[src/rtl/unsig_int_to_float_if.sv]
// Handshake bundle for the unsigned-int to float converter.
// The master side supplies the operand and accepts the result;
// the slave side is the converter itself.
interface unsig_int_to_float_if;
  logic [31:0] input_a;
  logic        input_a_stb;
  logic        input_a_ack;
  logic [31:0] output_z;
  logic        output_z_stb;
  logic        output_z_ack;

  modport master (
    output input_a,
    output input_a_stb,
    output output_z_ack,
    input  input_a_ack,
    input  output_z,
    input  output_z_stb
  );

  modport slave (
    input  input_a,
    input  input_a_stb,
    input  output_z_ack,
    output input_a_ack,
    output output_z,
    output output_z_stb
  );
endinterface

[src/rtl/unsig_int_to_float.sv]
// Multi-cycle 32-bit unsigned integer to IEEE-754 single conversion,
// round to nearest / ties to even, stb/ack handshakes on both sides.
// Optional macro UITOF_FAST_NORM_EN: normalise in a single cycle with a
// leading-zero count and barrel shift instead of one bit per cycle.
module unsig_int_to_float #(
  parameter int EXP_BIAS = 127
) (
  input  logic                       clk,
  input  logic                       rst,
  unsig_int_to_float_if.slave        bus
);

  localparam logic [7:0] BIAS8 = 8'(EXP_BIAS);

  typedef enum logic [2:0] {
    GET_A     = 3'd0,
    CONVERT   = 3'd1,
    NORMALISE = 3'd2,
    ROUND     = 3'd3,
    PACK      = 3'd4,
    PUT_Z     = 3'd5
  } state_t;

  state_t      r_state;
  state_t      w_state_next;
  logic [31:0] r_value;
  logic [31:0] w_value_next;
  logic [7:0]  r_exp;
  logic [7:0]  w_exp_next;
  logic [23:0] r_man;
  logic [23:0] w_man_next;
  logic [31:0] r_z;
  logic [31:0] w_z_next;
  logic        r_ack;
  logic        w_ack_next;
  logic        r_stb;
  logic        w_stb_next;

  // Rounding fields, meaningful once the value is normalised (bit 31 set)
  logic        w_guard;
  logic        w_round_bit;
  logic        w_sticky;
  logic        w_round_up;
  logic [24:0] w_man_inc;

  assign w_guard     = r_value[7];
  assign w_round_bit = r_value[6];
  assign w_sticky    = |r_value[5:0];
  assign w_round_up  = w_guard & (w_round_bit | w_sticky | r_value[8]);
  assign w_man_inc   = {1'b0, r_value[31:8]} + 25'd1;

`ifdef UITOF_FAST_NORM_EN
  logic [5:0] w_lz;

  // Leading-zero count of the working value (only used on nonzero values)
  always_comb begin : lz_count
    logic found;
    found = 1'b0;
    w_lz  = 6'd0;
    for (int i = 31; i >= 0; i--) begin
      if (!found) begin
        if (r_value[i]) found = 1'b1;
        else            w_lz  = w_lz + 6'd1;
      end
    end
  end
`endif

  // State and datapath registers; reset aborts any conversion in flight
  always_ff @(posedge clk) begin
    if (rst) begin
      r_state <= GET_A;
      r_value <= 32'h0;
      r_exp   <= 8'h0;
      r_man   <= 24'h0;
      r_z     <= 32'h0;
      r_ack   <= 1'b0;
      r_stb   <= 1'b0;
    end else begin
      r_state <= w_state_next;
      r_value <= w_value_next;
      r_exp   <= w_exp_next;
      r_man   <= w_man_next;
      r_z     <= w_z_next;
      r_ack   <= w_ack_next;
      r_stb   <= w_stb_next;
    end
  end

  // Next-state sequencing
  always_comb begin
    w_state_next = r_state;
    case (r_state)
      GET_A:     if (r_ack && bus.input_a_stb) w_state_next = CONVERT;
      CONVERT:   w_state_next = (r_value == 32'h0) ? PUT_Z : NORMALISE;
`ifdef UITOF_FAST_NORM_EN
      NORMALISE: w_state_next = ROUND;
`else
      NORMALISE: if (r_value[31]) w_state_next = ROUND;
`endif
      ROUND:     w_state_next = PACK;
      PACK:      w_state_next = PUT_Z;
      PUT_Z:     if (r_stb && bus.output_z_ack) w_state_next = GET_A;
      default:   w_state_next = GET_A;
    endcase
  end

  // Datapath and registered-output updates for each state
  always_comb begin
    w_value_next = r_value;
    w_exp_next   = r_exp;
    w_man_next   = r_man;
    w_z_next     = r_z;
    w_ack_next   = r_ack;
    w_stb_next   = r_stb;
    case (r_state)
      GET_A: begin
        w_ack_next = 1'b1;
        if (r_ack && bus.input_a_stb) begin
          w_value_next = bus.input_a;
          w_ack_next   = 1'b0;
        end
      end
      CONVERT: begin
        if (r_value == 32'h0) w_z_next   = 32'h0;
        else                  w_exp_next = 8'd31;
      end
      NORMALISE: begin
`ifdef UITOF_FAST_NORM_EN
        w_value_next = r_value << w_lz;
        w_exp_next   = 8'd31 - {2'b00, w_lz};
`else
        if (!r_value[31]) begin
          w_value_next = {r_value[30:0], 1'b0};
          w_exp_next   = r_exp - 8'd1;
        end
`endif
      end
      ROUND: begin
        w_man_next = r_value[31:8];
        if (w_round_up) begin
          if (w_man_inc[24]) begin
            // mantissa carried out to 2^24: renormalise by one place
            w_man_next = 24'h800000;
            w_exp_next = r_exp + 8'd1;
          end else begin
            w_man_next = w_man_inc[23:0];
          end
        end
      end
      PACK: begin
        w_z_next   = {1'b0, r_exp + BIAS8, r_man[22:0]};
        w_stb_next = 1'b1;
      end
      PUT_Z: begin
        // zero operands arrive here with stb low and raise it one cycle later
        w_stb_next = !(r_stb && bus.output_z_ack);
      end
      default: ;
    endcase
  end

  assign bus.input_a_ack  = r_ack;
  assign bus.output_z     = r_z;
  assign bus.output_z_stb = r_stb;

endmodule

[src/flat_wrapper.sv]
// flat-port wrapper written by rule: the top's interface ports become plain ports
module unsig_int_to_float_flat 
#(
  parameter int EXP_BIAS = 127
)
  (clk, rst, bus_input_a, bus_input_a_stb, bus_output_z_ack, bus_input_a_ack, bus_output_z, bus_output_z_stb);
  unsig_int_to_float_if bus_i ();
  input  logic clk;
  input  logic rst;
  input wire logic [$bits(bus_i.input_a)-1:0] bus_input_a;
  input wire logic [$bits(bus_i.input_a_stb)-1:0] bus_input_a_stb;
  input wire logic [$bits(bus_i.output_z_ack)-1:0] bus_output_z_ack;
  output wire logic [$bits(bus_i.input_a_ack)-1:0] bus_input_a_ack;
  output wire logic [$bits(bus_i.output_z)-1:0] bus_output_z;
  output wire logic [$bits(bus_i.output_z_stb)-1:0] bus_output_z_stb;
  assign bus_i.input_a = bus_input_a;
  assign bus_i.input_a_stb = bus_input_a_stb;
  assign bus_i.output_z_ack = bus_output_z_ack;
  assign bus_input_a_ack = bus_i.input_a_ack;
  assign bus_output_z = bus_i.output_z;
  assign bus_output_z_stb = bus_i.output_z_stb;
  unsig_int_to_float #(.EXP_BIAS(EXP_BIAS)) u_core (.clk(clk), .rst(rst), .bus(bus_i));
endmodule
[config.mk]
export PLATFORM = sky130hd
export DESIGN_NAME = unsig_int_to_float_flat
export DESIGN_NICKNAME = d
export VERILOG_FILES = /design/src/rtl/unsig_int_to_float_if.sv /design/src/rtl/unsig_int_to_float.sv /design/src/flat_wrapper.sv
export SDC_FILE = /design/constraint.sdc
export NUM_CORES = 1
export LEC_CHECK = 0
export CORE_ASPECT_RATIO = 1.1
export CORE_UTILIZATION = 30
export DETAILED_ROUTE_END_ITERATION = 12
export PLACE_DENSITY = 0.53
export SYNTH_ARGS = -nofsm -noshare
export SYNTH_HDL_FRONTEND = slang
export SYNTH_SLANG_ARGS = --single-unit
[constraint.sdc]
create_clock -name clk -period 3.8 [get_ports clk]
set_clock_uncertainty 0.15 [all_clocks]
set_input_delay 0.76 -clock clk [delete_from_list [all_inputs] [get_ports clk]]
set_output_delay 0.76 -clock clk [all_outputs]
set_load 0.01 [all_outputs]
# == Yosys cells after proc, flatten, opt, wreduce, memory -nomap -nowiden ==
# Index checks and enable logic that the tools add are counted.
# totals
reg_bits,100
output_inout_bits,34
inputBits,36
# op_classes
n_eq_ne,13
n_addsub,4
mux,19
reduce_logical,15
bitwise_logic,3
# ops
operator,n
$pmux W32 S2,2
$mux W32,3
$mux W23,2
$logic_not A32 Y1,1
$mux W8,4
$add A24 B1 Y25 const B,1
$pmux W8 S3,1
$pmux W3 S6,1
$mux W3,4
$ne A2 B1 Y1 const B,6
$add A8 B1 Y8 const B,1
$add A8 B7 Y8 const B,1
$sub A8 B1 Y8 const B,1
$eq A3 B2 Y1 const B,2
$eq A3 B3 Y1 const B,2
$reduce_and A3 Y1,2
$reduce_bool A2 Y1,3
$reduce_or A6 Y1,1
$reduce_and A5 Y1,1
$ne A2 B2 Y1 const B,2
$reduce_and A2 Y1,2
$eq A3 B1 Y1 const B,1
$logic_not A3 Y1,1
$reduce_bool A3 Y1,1
other kinds (6),8

# == Logic depth before layout (Yosys ltp) ==
# Gate-level depths: netlist (run 1).
# depth
depth_word,6
depth_mapped,11

# == Least setup slack after synthesis (run 1) ==
# OpenSTA, ideal clock, no wires.
# synth_path
path_type,reg-to-reg
start,reg u_core.r_state[1]
end,reg u_core.r_exp[6]
period_less_slack_ns,2.973
path_buffers,1
setup_slack_ns,0.827
arrival_time_ns,2.707
path_stages_with_launch,12
cell_sequence,dfxtp_1 nor2b_1 and2_0 clkinv_1 clkbuf_1 fa_1 a21o_1 a21oi_1 o21ai_0 a21oi_1 xnor2_1 a41o_1
# synth_via
elab_chain_len,3
word_cells_on_any_way,10
# synth_rtl
element,line,source
"start, declared",unsig_int_to_float.sv:24,state_t r_state;
"start signal, assigned",unsig_int_to_float.sv:80,r_state <= w_state_next;
$eq A3 B2 Y1 / $eq A3 B1 Y1 (equally long branches),unsig_int_to_float.sv:116,case (r_state)
$ne A2 B1 Y1 (no line) (tied with other cells),n/a,
$reduce_and A5 Y1 (no line),n/a,
"end signal, assigned",unsig_int_to_float.sv:82,r_exp <= w_exp_next;
"end, declared",unsig_int_to_float.sv:28,logic [7:0] r_exp;
# Parallel ways exist; a longest one is shown, timed or not.
# A chain may end at the register's enable or synchronous reset.

# == Worst setup path in the final report (run 1) ==
# layout_path
start,reg u_core.r_state[0]
end,reg u_core.r_exp[6]
# The elaborated chain is that of the path after synthesis.

==> out/metrics.yaml, run 1 <==
power:
  power_per_cell_area_nw_per_um2: 685.9
  max-vdd-ir-drop_uv: 247.0
  power_leakage_uw: 0.002011
timing:
  layout_min_cycle_time_ns: 2.783
  hold_viol: 0
  slew_headroom: 0.3147
  min_period_over_period: 0.7325
  tightest_slew_ns: 1.024
  rsz0062_at_grt: "no"
  finalMaxSlewViolations: 0
  hold_slack_ns: 0.3069
  finalSetupViolCount: 0
  max_freq_ghz: 0.3593
  finalSetupTns_ns: 0
job:
  max_cap_violations: 0
layout:
  post-route-cell-area_sq_um: 5942
  diodes: 0
  syn_to_final_growth_pct: 23.00
  final_util: 0.3776
  drive_above_1_share: 0.06515
  nets: 655
routing:
  finalWirelength_microns: 11960
  drtAntennaViolNets: 0
  drtPass1Iterations: 4
  wl_per_cell_microns: 14.69
  post-route-drc-count: 0
  vias_per_cell: 5.140
  drt-initial-drc-count: 264
  vias: 4184
synth:
  synth_top_cell_area_share: 0.4103
  yosys.cell_types.count: 54
  async_reset_ff_frac: 0
  syn_inst: 568
  synth.area.top_cells: "dfxtp_1 41%, nor2_1 7.4%, a22oi_1 6.5%, a211oi_1 5.1%, nor3b_1 4.5%"
  synth_seq_cells: 99
  synth_edf_count: 0
  synth_area_sq_um: 4831
  synth-main-ff-cell: "dfxtp_1"
  synth_most_common_cell: "dfxtp_1"
  synth_warnings: 0
  avgSynthCellArea_sq_um: 8.505
  synth_top_cell_by_area: "dfxtp_1"
  seq_area_frac_synth: 0.4103
  syn-num-nets: 614
  netlist_top_cells_count: "99 x dfxtp_1, 95 x nor2_1, 42 x a21oi_1, 42 x a22oi_1, 36 x clkbuf_1"
global_route:
  antenna_found_initial: 0
  grt_pass1_wl_microns: 20220
  grt_max_degree: 62
  track_usage: 0.1543
  grt_pass1_vias: 3998
  gr-total-overflow: 0
floorplan:
  start_util: 0.3070
  rows: 48
  die_w_microns: 123.0
  core_area_sq_um: 15740
  die_h_microns: 135.1
  io_pins: 70
  die_area_sq_um: 16610
place:
  post_dp_cell_area_sq_um: 5650
  numPortBuffers: 68
  dpl.hpwl_microns: 8428
  place.gp.congestion: 0.7980
outcome:
  status: "complete, no violations"
clock_network:
  post_cts_resized: 0
  clockBufferDepth: 2
  path_clk_slew_ns: 0.07
  cts_htree_levels: 3
  cts_buffers: 9
  clock_latency_ns: 0.36
  cts_sinks: 99
  post_cts_buffers: 0
  cts_tree: "yes"
  cts-root-buf: "clkbuf_16"
  hold_buffers: 0
worst_setup_path:
  reg2reg_from: "u_core.r_state[0]"
  worstSetupStartpoint: "u_core.r_state[0]"
  cp_max_fo: 13
  cp.required_ns: 3.90
  crit_type: "flop to flop"
  start_kind: "flop"
  end_kind: "flop"
  arrival_ns: 2.89
hold_path:
  hold_start: "u_core.r_man[5]"
  hold_path_class: "flop to flop"
## stage by stage
stage | total power [uW] | cells | setup WS [ns]
global placement | 3168 | 798 | 1.124
floorplan | 2823 | 568 | 0.8271
global route | 4403 | 814 | 0.8269
finish | 4075 | 814 | 1.017
CTS | 4116 | 814 | 1.002
detailed placement | 3203 | 798 | 1.015
## metal layers
| layer | global-route usage | vias up | share of wire |
|---|---|---|---|
| met5 | 0 | - | 0 |
| met4 | 0.05020 | 0 | 0.012 |
| met3 | 0.03716 | 11 | 0.049 |
| met2 | 0.2282 | 88 | 0.43 |
| met1 | 0.2182 | 1949 | 0.51 |
| li1 | - | 2136 | - |
## flip-flops by register name (all words and copies together), names as in the netlist
name                     flops
u_core.bus.output_z         31
u_core.r_man                23
u_core.bus.output_z_stb      1
u_core.r_value              32
u_core.r_exp                 8
u_core.r_state               3
u_core.bus.input_a_ack       1
## where the power goes
part	internal, uW	total [uW]	switching, uW
clock network	462	904	442
registers	1240	1540	300
logic	734	1630	897
total	2440	4080	1640
## worst max-delay path, stage by stage (launching register included)
cell and delay (ns):
dfxtp_1 0.63, and2_0 0.24, clkinv_1 0.20, fa_1 0.45, a21o_1 0.18, a21oi_1 0.22
o21ai_0 0.11, a21oi_1 0.19, xnor2_1 0.09, a41o_1 0.23
## cell families after synthesis
kind of cell	count (synthesis)	synth area share
adders and majority gates	10	0.02745
DFF	99	0.4103
AOI/OAI and AO/OA	151	0.2233
and+or+nand+nor	209	0.2189
other	1	0.0007763
buffers and inverters	62	0.05361
xor gates and xnor gates	34	0.06164
muxes	2	0.004144
## placed cells by master, fill, tap and decap left out, drive strengths merged, types with 3 or more instances in the layout
| master | synthesis | final |
|---|---|---|
| and3 | 4 | 4 |
| inv | 13 | 17 |
| nand4 | 9 | 9 |
| nor4 | 7 | 7 |
| a21oi | 42 | 42 |
| clkdlybuf4s50 | 0 | 67 |
| a211oi | 33 | 33 |
| and4 | 3 | 3 |
| ha | 9 | 9 |
| nor3 | 14 | 14 |
| or4 | 4 | 4 |
| clkbuf | 37 | 9 |
| nand2 | 20 | 20 |
| nand2b | 4 | 4 |
| xor2 | 12 | 12 |
| and2 | 4 | 4 |
| nor2 | 95 | 95 |
| a311oi | 4 | 4 |
| clkinv | 1 | 4 |
| a22oi | 43 | 43 |
| nand3 | 12 | 12 |
| o21ai | 9 | 9 |
| a32o | 3 | 3 |
| buf | 11 | 11 |
| nor3b | 29 | 29 |
| dfxtp | 99 | 99 |
| xnor2 | 22 | 22 |
## worst paths after layout
check	to	slack, ns	cells after the start
worst max register to register	u_core.r_exp[6]	1.02	9
worst min register to register	u_core.r_man[5]	0.31	2
worst max-delay path	u_core.r_exp[6]	1.02	9
worst min-delay path	u_core.r_man[5]	0.31	2
## area by class of cell
type / count / area [sq um]
Fill cell: 1635 / 9793
Multi-Input combinational cell: 407 / 2603
Sequential cell: 99 / 1982
Timing Repair Buffer: 78 / 763.2
Tap cell: 200 / 250.2
Clock buffer: 9 / 225.2
Clock inverter: 7 / 66.31
Inverter: 14 / 52.55
(Power assumes the default switching activity.)
==> inputs of run 2 (changes only) <==
- clock period: 3.8 -> 2.6 ns (I/O delays scaled with it)
==> run 2 against run 1 <==
- clock-buffer cell count is the same
- power grew 57%
- die area did not move
- register-to-register slack lost 0.96 ns
- critical path type unchanged
- non-clock buffer count grew 25
- sequential share of layout area down 1.6 points
- combinational power grew 72%
- global-route usage up 0.32 points
- highest routed layer unchanged
==> out/metrics.yaml, run 2 (synthesis gave the netlist of run 1 again) <==
timing:
  hold_viol: 0  # unchanged
  max_freq_ghz: 0.3933  # +9.5%
  timing.final.ws_setup_ns: 0.05709  # -0.9595 ns
  finalMaxSlewViolations: 0  # unchanged
  finalSetupViolCount: 0  # unchanged
  layout_min_cycle_time_ns: 2.543  # -0.2405 ns
  tightest_slew_ns: 0.6036  # -0.4207 ns
  finalSetupTns_ns: 0  # unchanged
  min_period_over_period: 0.9780  # +0.2456
  rsz0062_at_grt: "yes"
  hold_slack_ns: 0.3019  # -0.004989 ns
  slew_headroom: 0.5976  # +0.2829
clock_network:
  cts_tree: "yes"
  cts_htree_levels: 3  # unchanged
  clock_latency_ns: 0.36  # about the same
  clockBufferDepth: 2  # unchanged
  path_clk_slew_ns: 0.07  # about the same
  cts_sinks: 99  # unchanged
  cts-root-buf: "clkbuf_16"
  cts_buffers: 9  # unchanged
floorplan:
  die_area_sq_um: 16610  # unchanged
  core_area_sq_um: 15740  # unchanged
  die_h_microns: 135.1  # unchanged
  die_w_microns: 123.0  # unchanged
  start_util: 0.3070  # unchanged
  rows: 48  # unchanged
  io_pins: 70  # unchanged
layout:
  drive_above_1_share: 0.1205  # +0.05535
  nets: 680  # +3.8%
  top_register: "u_core.r_value"
  diodes: 0  # unchanged
  syn_to_final_growth_pct: 29.47
  largest_reg_flops: 32  # unchanged
  mostFrequentLayoutCells: "96 x dfxtp_1, 95 x nor2_1, 67 x clkdlybuf4s50_1, 41 x a21oi_1, 37 x a22oi_1"
  final_common_cell: "dfxtp_1"
routing:
  drtPass1Iterations: 4  # unchanged
  post-route-drc-count: 0  # unchanged
  drt-initial-drc-count: 337  # +28%
  wl_per_cell_microns: 14.92  # +1.6%
  finalWirelength_microns: 12520  # +4.7%
  vias: 4271  # +2.1%
  vias_per_cell: 5.091  # -0.96%
  drtAntennaViolNets: 0  # unchanged
place:
  place.gp.congestion: 0.7964  # -0.20%
  dp_slack_ns: -0.003861  # -1.019 ns
  dpl.hpwl_microns: 9070  # +7.6%
  numPortBuffers: 68  # unchanged
worst_setup_path:
  arrival_ns: 2.62  # -0.27 ns
  worstSetupStartpoint: "u_core.r_value[14]"
  crit_type: "flop to flop"
  end_kind: "flop"
  rrSetupSlack_ns: 0.06  # -0.96 ns
  reg2reg_from: "u_core.r_value[14]"
  cp-endpoint: "u_core.bus.output_z[5]"
  cp_max_fo: 30  # +17
  start_kind: "flop"
  cp.required_ns: 2.67  # -1.23 ns
  reg2reg_depth: 7  # -2
  r2r-end: "u_core.bus.output_z[5]"
power:
  power_per_cell_area_nw_per_um2: 1023  # +49%
  power_leakage_uw: 0.002175  # +8.1%
  max-vdd-ir-drop_uv: 440.8  # +78%
global_route:
  grt_pass1_vias: 4046  # +1.2%
  track_usage: 0.1574  # +0.003194
  gr-total-overflow: 0  # unchanged
  antenna_found_initial: 0  # unchanged
  grt_max_degree: 61  # -1.6%
  grt_pass1_wl_microns: 20530  # +1.5%
hold_path:
  hold_path_class: "flop to flop"
  hold_start: "u_core.r_man[5]"
job:
  max_cap_violations: 0  # unchanged
outcome:
  status: "complete, no violations"
==> run 2: cell types whose count changed in the layout (fill, tap and decap cells not counted), moves of 2 or more <==
cell / delta
a22oi_1: -5
a22oi_2: +5
buf_12: +3
buf_4: +22
bufinv_16: +2
clkinv_2: +2
clkinv_4: -2
dfxtp_1: -3
dfxtp_2: +3
inv_8: -2
==> run 2: worst min-delay path by stage <==
stage	cells past startpoint	to	slack, ns
floorplan	2	u_core.r_man[0]	0.28
global placement	2	u_core.r_man[5]	0.30
detailed placement	2	u_core.r_man[5]	0.29
CTS	2	u_core.r_man[5]	0.30
global route	2	u_core.r_man[0]	0.33
finish	2	u_core.r_man[5]	0.30
==> run 2: report_power, final <==
group	total, uW	switching [uW]	internal (uW)
Sequential	2130	314	1810
Clock	1460	612	850
Combinational	2810	1550	1270
==> run 2: layer usage <==
layer  routed length, microns  track usage
met5                        0            0
met4                      238      0.06359
met3                      647      0.03336
met2                     5514       0.2328
met1                     6116       0.2207
==> run 2: area by class of cell <==
class	count	area, sq um
Fill cell	1608	9480
Multi-Input combinational cell	407	2653
Sequential cell	99	1986
Timing Repair Buffer	103	988.4
Tap cell	200	250.2
Clock buffer	9	225.2
Clock inverter	7	98.84
Inverter	14	53.80
==> run 2: per-stage QoR <==
step,util,std cells,instance area (sq um),power (uW)
3_5_place_dp,0.3728,821,5866,4912
5_1_grt,0.3975,839,6255,6854
4_1_cts,0.3949,839,6213,6435
2_1_floorplan,-,568,4840,4131
6_report,0.3975,839,6255,6402
3_3_place_gp,0.3728,821,5866,4836
==> run 2: repair_timing <==
item	CTS	global route
resized for setup	1	10
setup endpoints to repair	9	26
pin swaps	1	2
hold buffers	0	0
buffers inserted	2	0
==> run 2: critical path, cell delays in order, from the launching register on <==
cell and delay, ns:
dfxtp_2 0.35, or4_1 0.53, or4_4 0.60, nor4_4 0.22
o21bai_4 0.11, buf_12 0.17, a22oi_1 0.20, nor2_1 0.05
